`src/rtl/riscv_pkg.sv`:
```
`default_nettype none
// ============================================================================
// Module   : riscv_pkg
// Brief    : RV32I shared decode types, opcode constants and operand-use helpers
// Revision : 1.0 - initial release
// ============================================================================
package riscv_pkg;

   typedef enum logic [3:0] {
      OP_NOP     = 4'd0,
      OP_LUI     = 4'd1,
      OP_AUIPC   = 4'd2,
      OP_JAL     = 4'd3,
      OP_JALR    = 4'd4,
      OP_BRANCH  = 4'd5,
      OP_LOAD    = 4'd6,
      OP_STORE   = 4'd7,
      OP_ALUI    = 4'd8,
      OP_ALU     = 4'd9,
      OP_FENCE   = 4'd10,
      OP_SYSTEM  = 4'd11,
      OP_ILLEGAL = 4'd12
   } op_e;

   typedef enum logic [2:0] {
      IMM_R = 3'd0,
      IMM_I = 3'd1,
      IMM_S = 3'd2,
      IMM_B = 3'd3,
      IMM_U = 3'd4,
      IMM_J = 3'd5
   } imm_fmt_e;

   localparam logic [6:0] C_OPC_LUI    = 7'b0110111;
   localparam logic [6:0] C_OPC_AUIPC  = 7'b0010111;
   localparam logic [6:0] C_OPC_JAL    = 7'b1101111;
   localparam logic [6:0] C_OPC_JALR   = 7'b1100111;
   localparam logic [6:0] C_OPC_BRANCH = 7'b1100011;
   localparam logic [6:0] C_OPC_LOAD   = 7'b0000011;
   localparam logic [6:0] C_OPC_STORE  = 7'b0100011;
   localparam logic [6:0] C_OPC_OPIMM  = 7'b0010011;
   localparam logic [6:0] C_OPC_OP     = 7'b0110011;
   localparam logic [6:0] C_OPC_MISC   = 7'b0001111;
   localparam logic [6:0] C_OPC_SYSTEM = 7'b1110011;

   localparam logic [31:0] C_BOOT_NOP = 32'h0000_0013;

   function automatic logic rs1_used(input op_e op);
      return !(op inside {OP_LUI, OP_AUIPC, OP_JAL});
   endfunction

   function automatic logic rs2_used(input op_e op);
      return op inside {OP_BRANCH, OP_STORE, OP_ALU};
   endfunction

endpackage
`default_nettype wire

```
`src/rtl/riscv_imm_gen.sv`:
```
`default_nettype none
// ============================================================================
// Module   : riscv_imm_gen
// Brief    : RV32I immediate extraction and sign extension by instruction format
// Revision : 1.0 - initial release
// ============================================================================
module riscv_imm_gen
   import riscv_pkg::*;
(
   input  logic [31:0] i_instr,
   input  imm_fmt_e    i_fmt,
   output logic [31:0] o_imm
);

   logic w_unused_opc;
   assign w_unused_opc = ^i_instr[6:0];

   always_comb begin
      o_imm = 32'd0;
      case (i_fmt)
         IMM_I:   o_imm = {{21{i_instr[31]}}, i_instr[30:20]};
         IMM_S:   o_imm = {{21{i_instr[31]}}, i_instr[30:25], i_instr[11:7]};
         IMM_B:   o_imm = {{20{i_instr[31]}}, i_instr[7], i_instr[30:25], i_instr[11:8], 1'b0};
         IMM_U:   o_imm = {i_instr[31:12], 12'd0};
         IMM_J:   o_imm = {{12{i_instr[31]}}, i_instr[19:12], i_instr[20], i_instr[30:21], 1'b0};
         default: o_imm = 32'd0;
      endcase
   end

endmodule
`default_nettype wire

```
`src/rtl/riscv_id.sv`:
```
`default_nettype none
// ============================================================================
// Module   : riscv_id
// Brief    : RV32I decode stage with early JAL redirect, load-use interlock
//            and ID/EX pipeline register
// Revision : 1.0 - initial release
// ============================================================================
module riscv_id
   import riscv_pkg::*;
#(
   parameter logic [31:0] BOOT_NOP = C_BOOT_NOP
)(
   input  logic        clk,
   input  logic        rst,
   input  logic [31:0] i_pc,
   input  logic [31:0] i_instr,
   input  logic        i_ex_jmp,
   input  logic        i_stall,
   output logic        o_stall,
   output logic        o_id_jmp,
   output logic [31:0] o_id_target,
   output logic [4:0]  o_rs1_addr,
   output logic [4:0]  o_rs2_addr,
   output logic        o_ex_valid,
   output logic [31:0] o_ex_pc,
   output logic [31:0] o_ex_instr,
   output op_e         o_ex_op,
   output logic [4:0]  o_ex_rd,
   output logic [4:0]  o_ex_rs1,
   output logic [4:0]  o_ex_rs2,
   output logic [2:0]  o_ex_funct3,
   output logic        o_ex_funct7b5,
   output logic [31:0] o_ex_imm,
   output logic        o_ex_illegal
);

   logic [6:0]  w_opcode;
   logic [4:0]  w_rd;
   logic [4:0]  w_rs1;
   logic [4:0]  w_rs2;
   op_e         w_op;
   imm_fmt_e    w_fmt;
   logic        w_illegal;
   logic [31:0] w_imm;
   logic [31:0] w_jimm;
   logic        w_in_valid;
   logic        w_load_use;

   logic        r_kill;
   logic        r_valid;
   logic [31:0] r_pc;
   logic [31:0] r_instr;
   op_e         r_op;
   logic [4:0]  r_rd;
   logic [4:0]  r_rs1;
   logic [4:0]  r_rs2;
   logic [2:0]  r_funct3;
   logic        r_funct7b5;
   logic [31:0] r_imm;
   logic        r_illegal;

   assign w_opcode = i_instr[6:0];
   assign w_rd     = i_instr[11:7];
   assign w_rs1    = i_instr[19:15];
   assign w_rs2    = i_instr[24:20];

   always_comb begin
      w_op      = OP_ILLEGAL;
      w_fmt     = IMM_R;
      w_illegal = 1'b1;
      if (i_instr[1:0] == 2'b11) begin
         w_illegal = 1'b0;
         case (w_opcode)
            C_OPC_LUI:    begin w_op = OP_LUI;    w_fmt = IMM_U; end
            C_OPC_AUIPC:  begin w_op = OP_AUIPC;  w_fmt = IMM_U; end
            C_OPC_JAL:    begin w_op = OP_JAL;    w_fmt = IMM_J; end
            C_OPC_JALR:   begin w_op = OP_JALR;   w_fmt = IMM_I; end
            C_OPC_BRANCH: begin w_op = OP_BRANCH; w_fmt = IMM_B; end
            C_OPC_LOAD:   begin w_op = OP_LOAD;   w_fmt = IMM_I; end
            C_OPC_STORE:  begin w_op = OP_STORE;  w_fmt = IMM_S; end
            C_OPC_OPIMM:  begin w_op = OP_ALUI;   w_fmt = IMM_I; end
            C_OPC_OP:     begin w_op = OP_ALU;    w_fmt = IMM_R; end
            C_OPC_MISC:   begin w_op = OP_FENCE;  w_fmt = IMM_I; end
            C_OPC_SYSTEM: begin w_op = OP_SYSTEM; w_fmt = IMM_I; end
            default: begin
               w_op      = OP_ILLEGAL;
               w_illegal = 1'b1;
            end
         endcase
      end
   end

   riscv_imm_gen u_imm_gen (
      .i_instr (i_instr),
      .i_fmt   (w_fmt),
      .o_imm   (w_imm)
   );

   // The JAL target needs the J immediate regardless of what the format mux picked.
   riscv_imm_gen u_jimm_gen (
      .i_instr (i_instr),
      .i_fmt   (IMM_J),
      .o_imm   (w_jimm)
   );

   assign w_in_valid = (i_instr != 32'd0) && !r_kill;

   assign w_load_use = r_valid && (r_op == OP_LOAD) && (r_rd != 5'd0) && w_in_valid &&
                       ((rs1_used(w_op) && (w_rs1 == r_rd)) ||
                        (rs2_used(w_op) && (w_rs2 == r_rd)));

   assign o_stall     = w_load_use || i_stall;
   assign o_id_jmp    = w_in_valid && (w_op == OP_JAL) && !i_ex_jmp && !o_stall;
   assign o_id_target = i_pc + w_jimm;
   assign o_rs1_addr  = w_rs1;
   assign o_rs2_addr  = w_rs2;

   always_ff @(posedge clk or posedge rst) begin
      if (rst) begin
         r_kill     <= 1'b0;
         r_valid    <= 1'b0;
         r_pc       <= 32'd0;
         r_instr    <= BOOT_NOP;
         r_op       <= OP_NOP;
         r_rd       <= 5'd0;
         r_rs1      <= 5'd0;
         r_rs2      <= 5'd0;
         r_funct3   <= 3'd0;
         r_funct7b5 <= 1'b0;
         r_imm      <= 32'd0;
         r_illegal  <= 1'b0;
      end else if (i_ex_jmp) begin
         r_kill    <= 1'b0;
         r_valid   <= 1'b0;
         r_op      <= OP_NOP;
         r_instr   <= BOOT_NOP;
         r_illegal <= 1'b0;
      end else if (i_stall) begin
         r_kill <= r_kill;
      end else if (w_load_use) begin
         r_valid   <= 1'b0;
         r_op      <= OP_NOP;
         r_instr   <= BOOT_NOP;
         r_illegal <= 1'b0;
      end else begin
         // A taken JAL poisons exactly the next word, which is the wrong-path fetch.
         r_kill     <= o_id_jmp;
         r_valid    <= w_in_valid;
         r_pc       <= i_pc;
         r_rd       <= w_rd;
         r_rs1      <= w_rs1;
         r_rs2      <= w_rs2;
         r_funct3   <= i_instr[14:12];
         r_funct7b5 <= i_instr[30];
         r_imm      <= w_imm;
         if (w_in_valid) begin
            r_instr   <= i_instr;
            r_op      <= w_op;
            r_illegal <= w_illegal;
         end else begin
            r_instr   <= BOOT_NOP;
            r_op      <= OP_NOP;
            r_illegal <= 1'b0;
         end
      end
   end

   assign o_ex_valid    = r_valid;
   assign o_ex_pc       = r_pc;
   assign o_ex_instr    = r_instr;
   assign o_ex_op       = r_op;
   assign o_ex_rd       = r_rd;
   assign o_ex_rs1      = r_rs1;
   assign o_ex_rs2      = r_rs2;
   assign o_ex_funct3   = r_funct3;
   assign o_ex_funct7b5 = r_funct7b5;
   assign o_ex_imm      = r_imm;
   assign o_ex_illegal  = r_illegal;

endmodule
`default_nettype wire

```
`config.mk`:
```
export PLATFORM = sky130hd
export DESIGN_NAME = riscv_id
export DESIGN_NICKNAME = d
export VERILOG_FILES = /design/src/rtl/riscv_pkg.sv /design/src/rtl/riscv_imm_gen.sv /design/src/rtl/riscv_id.sv
export SDC_FILE = /design/constraint.sdc
export NUM_CORES = 1
export LEC_CHECK = 0
export BUFFER_PORTS_ARGS = -buffer_cell sky130_fd_sc_hd__buf_2
export CORE_AREA = 2 2 126 128
export DETAILED_ROUTE_END_ITERATION = 16
export DIE_AREA = 0 0 128 130
export PLACE_DENSITY = 0.71
export SLEW_MARGIN = 10
export SYNTH_ARGS = -nofsm -noshare
export SYNTH_HDL_FRONTEND = slang
export SYNTH_SLANG_ARGS = --single-unit
```
`constraint.sdc`:
```
create_clock -name clk -period 4 [get_ports clk]
set_input_delay 0.4 -clock clk [delete_from_list [all_inputs] [get_ports clk]]
set_output_delay 0.4 -clock clk [all_outputs]
set_load 0.01 [all_outputs]
```
==> results of run 1 <==
[per-layer routing]
layer / routed length [µm] / vias to the layer above
li1: - / 2834
met1: 8777 / 2888
met4: 686 / 0
met5: 0 / -
met2: 9640 / 236
met3: 1344 / 45
[critical path, delay by kind of cell]
| family | cells | cell delay, ps |
|---|---|---|
| compound gates | 5 | 1270 |
| buf+inv | 3 | 510 |
| simple gates | 2 | 430 |
| fa+ha+maj | 1 | 410 |
| xor+xnor | 1 | 170 |
[how the worst max path moves through the flow]
stage	from	end	cells after the start
detailed placement	i_instr[13]	o_id_target[30]	12
CTS	i_instr[13]	o_id_target[30]	12
finish	i_instr[13]	o_id_target[30]	12
floorplan	rst	o_ex_funct3[0]	1
global placement	i_instr[13]	o_id_target[30]	12
global route	i_instr[13]	o_id_target[30]	12
[per-stage QoR]
| stage | instance area, µm² | hold slack (ps) |
|---|---|---|
| floorplan | 6782 | 466.4 |
| global placement | 8031 | 462.4 |
| detailed placement | 8031 | 466.5 |
| CTS | 8612 | 182.5 |
| global route | 8612 | 213.1 |
| finish | 8615 | 158.1 |
[layout make-up]
cell class	count	share of cell area
diodes	1	0.0002905
repair buffers	243	0.1458
clock inverters	12	0.01322
inverters	41	0.01816
multi-input cells	456	0.3856
well taps	192	0.02789
clock buffers	20	0.05418
flip-flops and latches	122	0.3548
[report_power, final]
group / internal, µW / switching [µW]
Combinational: 358 / 493
Clock: 909 / 587
Sequential: 1350 / 67.2
[kinds of logic (layout without fill, tap and decap cells)]
group	after synthesis	after routing	share of synthesized area
AOI/OAI and AO/OA	198	198	0.1941
and+or+nand+nor	137	137	0.1013
muxes	51	51	0.08469
DFF	122	122	0.4507
buffers and inverters	84	316	0.06051
adders and majority gates	31	31	0.05830
other	0	1	0
xor gates and xnor gates	39	39	0.05037
[sequential cells by signal, summed over array words and instances (netlist names)]
signal,cells
o_ex_op,4
r_kill,1
o_ex_pc,32
o_ex_imm,32
o_ex_rs2,5
o_ex_rd,5
o_ex_valid,1
o_ex_instr,32
o_ex_illegal,1
o_ex_funct3,3
o_ex_rs1,5
o_ex_funct7b5,1
[layout by cell type (no fill, tap or decap), drive strengths merged, types with 4 or more instances in the layout]
| cell type | n |
|---|---|
| o21ai | 25 |
| and2 | 6 |
| mux2 | 51 |
| o22ai | 22 |
| nand2 | 33 |
| inv | 45 |
| nor2b | 8 |
| a22o | 29 |
| nor2 | 34 |
| xor2 | 10 |
| o21bai | 4 |
| ha | 30 |
| nand2b | 4 |
| xnor2 | 29 |
| nor4 | 6 |
| a21o | 10 |
| clkinvlp | 4 |
| nand3 | 16 |
| buf | 243 |
| and3 | 7 |
| nor3 | 9 |
| dfrtp | 119 |
| o211ai | 4 |
| nand4 | 4 |
| clkbuf | 20 |
| o2111ai | 4 |
| a31oi | 4 |
| a21oi | 70 |
==> results.cfg, run 1 <==
[layout]
syn_to_final_growth_pct = 27.03
final_nets = 980
utilization = 0.5585
drive_above_1_share = 0.3210
seqCellArea_um2 = 3057
fill_cells = 1413
fin_cells = 1087
multi_input_area_um2 = 3322

[run_status]
outcome = completed

[global_routing]
use_met2 = 0.3998
track_usage = 0.2485
use_met3 = 0.05658
grt_pass1_wl_mm = 31.44
grt_overflow = 0
antenna_found_initial = 0
grt_util_met1 = 0.3187
grt_max_degree = 69
busiest_layer = met2
grt_pass1_vias = 5791

[yosys]
synthTopCellsByArea = dfrtp_1 44%, mux2_1 8.5%, ha_1 5.5%
synth_most_common_cell = dfrtp_1
ys_ff_latch = 122
async_flop_share = 1.000
syn_area_um2 = 6782
synthFlopType = dfrtp_1
netlist_instances = 662
synth_commonest_cells = 119 x dfrtp_1, 70 x a21oi_1, 51 x mux2_1, 41 x inv_1
synth_top_area_cell = dfrtp_1
ys_seq_area_frac = 0.4507
synth_edf_count = 0
synth_nets = 761
yosys_warnings = 0
avgSynthCellArea_um2 = 10.24
post-synth-top-area-fraction = 0.4391
synthDistinctLibCells = 61

[timing]
setup-violations-final = 0
setup_ws_ps = 397.2
tns_ps = 0
max_slew_margin = 0.2428
slew_violations = 0
tightestPinTransition_ps = 1133
finalHoldViolCount = 0
max_freq_mhz = 277.6
rsz0062_at_grt = no
skew_ps = 6.450
post-route-period-util = 0.9007
fin_crit_ps = 3603

[setup_path]
critPathKind = in2out
crit_arrival_ps = 3200
crit_path_end_kind = output pin
slowest_delay_ps = 420
rrSetupSlack_ps = 720
cpMaxStageDelayCell = a2111oi_0
rr_worst_depth = 6
cp-start-kind = input port
r2r_end = o_ex_pc[17]
crit_chain = buf_2 > ha_1 > and4_1 > nand4_1 > a2111oi_0 > buf_4 > o311ai_0 > a21oi_1 > a21oi_1 > o21ai_0 > xor2_1 > buf_2
required_ps = 3600
critPathMaxFanout = 7
reg2reg_from = o_ex_rd[1]

[floorplan]
core_area_um2 = 15420
io_pins = 233
die_area_um2 = 16640
die_width_um = 128
row_count = 46
dieHeight_um = 130
initial_utilization = 0.4396

[power]
powerDensity_nw_per_um2 = 436.7
power.leakage_uw = 0.004183
peakVddDrop_v = 0.0002609
p_total_uw = 3762

[clock_tree]
cts_root_buf = clkbuf_16
post_cts_buffers = 0
cts_inserted_buffers = 17
clock-sinks = 122
cts.hold.buffers_added = 0
ctsResizeCount = 0
cts_buffer_depth = 2
insertion_delay_ps = 420
clkTransAtPathRegs_ps = 50
cts_tree = done
cts.htree.levels = 4

[drt]
ant_nets = 0
vias = 6003
routedWlPerCell_um = 18.81
drt_iter0_drc = 292
drt_wl_total_mm = 20.45
dr.pass1.iters = 4
drcViolationCount = 0
via_per_inst = 5.523

[placement]
gp_congestion = 0.9117
pre_cts_ws_ps = 451.9
io_buffers = 232
place_inst = 1054
hpwl_mm = 15.07

[hold_path]
worstHoldPathType = in2async

[job]
cap_violations = 0
(Power assumes the default switching activity.)
==> inputs of run 2 (changes only) <==
==> constraint.sdc (replaced) <==
create_clock -name clk -period 4 [get_ports clk]
set_input_delay 1.2 -clock clk [delete_from_list [all_inputs] [get_ports clk]]
set_output_delay 1.2 -clock clk [all_outputs]
set_load 0.01 [all_outputs]
==> run 2 against run 1 <==
Fmax decreased by 21%; combinational power increased by 33%; clock-buffer cell count increased by 3; largest cell class unchanged; the flow now finishes with violations (negative setup slack); largest power group unchanged; cell area increased by 21%; die area unchanged; power increased by 11%.
==> results.cfg, run 2 (synthesis gave the netlist of run 1 again) <==
[setup_path]
crit_chain = buf_8 > ha_4 > inv_2 > fa_2 > nand2b_4 > a21oi_4 > nor2_4 > o2111ai_2 > o211ai_1 > o31ai_2 > buf_4 > o41ai_4 > xnor2_1 > buf_2
critPathKind = in2out
slowest_delay_ps = 330
critPathMaxFanout = 3
startpoint = i_instr[21]
cpMaxStageDelayCell = fa_2
crit_arrival_ps = 3330
rrSetupSlack_ps = 950
required_ps = 2800
crit_path_end_kind = output pin
path_buf_inv = 4
r2r_end = o_ex_rs1[0]
reg2reg_from = o_ex_rd[2]
crit_family = compound AO/OA/AOI/OAI gates
cp-start-kind = input port
rr_worst_depth = 8

[drt]
ant_nets = 0
vias = 6691
dr.pass1.iters = 5
routedWlPerCell_um = 18.91
via_per_inst = 5.453
drt_iter0_drc = 315
drcViolationCount = 0
drt_wl_total_mm = 23.21

[run_status]
outcome = complete, but fails checks
violations = negative setup slack

[placement]
io_buffers = 232
place_inst = 1157
gp_congestion = 0.9590
hpwl_mm = 16.68
pre_cts_ws_ps = -728.9

[timing]
setup_ws_ps = -533.3
tightestPinTransition_ps = 759.9
fin_crit_ps = 4533
slew_violations = 0
max_freq_mhz = 220.6
post-route-period-util = 1.133
hold-worst-slack_ps = 476.3
setup-violations-final = 24
max_slew_margin = 0.4923
rsz0062_at_grt = yes
finalHoldViolCount = 0
skew_ps = 8.285

[floorplan]
core_area_um2 = 15420
dieHeight_um = 130
initial_utilization = 0.4396
die_width_um = 128
row_count = 46
io_pins = 233
die_area_um2 = 16640

[power]
peakVddDrop_v = 0.0002703
power.leakage_uw = 0.004997
powerDensity_nw_per_um2 = 399.8

[global_routing]
track_usage = 0.2720
grt_max_degree = 53
grt_overflow = 0
grt_pass1_wl_mm = 34.67
antenna_found_initial = 0
grt_pass1_vias = 6531

[job]
cap_violations = 0

[layout]
final_nets = 1120
drive_above_1_share = 0.4758
final_common_cell = buf_2
layout_common_cells = 215 x buf_2, 141 x buf_4, 119 x dfrtp_1
utilization = 0.6749
fin_cells = 1227
syn_to_final_growth_pct = 53.51

[clock_tree]
insertion_delay_ps = 420
clkTransAtPathRegs_ps = 50
cts_root_buf = clkbuf_16
cts_buffer_depth = 2
clock-sinks = 122
cts_inserted_buffers = 17
cts.htree.levels = 4
cts_tree = done
cts.hold.buffers_added = 0

[hold_path]
min_from = o_ex_pc[0]
holdPathEnd = o_ex_pc[0]
whs_path_depth = 1
worstHoldPathType = reg2reg
-- run 2: changes by cell type in the layout (fill, tap and decap cells not counted), moves of 6 or more --
cell	previous run	this run
buf_4	10	141
buf_6	0	21
buf_2	232	215
ha_1	30	15
ha_4	0	15
a21oi_1	70	57
o21ai_0	21	11
a21oi_2	0	9
nor2_1	32	26
o21ai_1	4	10
-- run 2: metal layers --
metal	GRT usage	vias up	share of wire
li1	-	3133	-
met1	0.3582	3226	0.43
met2	0.4372	282	0.48
met3	0.05986	50	0.067
met4	0.1151	0	0.028
met5	0	-	0
-- run 2: power by group --
part           switching, µW  total (µW)  internal, µW  leakage [µW]
Combinational            590        1130           537       0.00316
Sequential              65.9        1410          1350       0.00154
Clock                    572        1620          1050      0.000296
-- run 2: how the worst max path moves through the flow --
stage                            endpoint  slack [ps]  cells past startpoint
after floorplan                  o_id_jmp        -330                      9
after global placement    o_id_target[25]        -730                     14
after global routing      o_id_target[29]        -640                     14
final                     o_id_target[29]        -530                     14
after detailed placement  o_id_target[25]        -730                     14
after CTS                 o_id_target[30]        -540                     12
-- run 2: timing repair --
action / 4_1_cts / 5_1_grt
buffers inserted: 31 / 12
gates resized for setup: 62 / 37
gates cloned: 0 / 0
endpoints found under the setup margin: 26 / 28
pin swaps: 47 / 37
-- run 2: cell type report --
type / instances / area, µm²
Fill cell: 1216 / 5015
Multi-Input combinational cell: 456 / 3840
Sequential cell: 122 / 3057
Timing Repair Buffer: 383 / 2486
Clock buffer: 23 / 488.0
Tap cell: 192 / 240.2
Inverter: 41 / 157.7
Clock inverter: 9 / 138.9
Antenna cell: 1 / 2.502
-- run 2: metrics by stage --
step                      power (µW)  TNS [ps]  instance area, µm²
after floorplan                 1954     -2116                6959
after CTS                       4126     -7423               10190
final                           4162     -8558               10410
after global placement          2406    -10730                8997
after detailed placement        2423    -11780                8997
after global routing            4329    -10600               10410
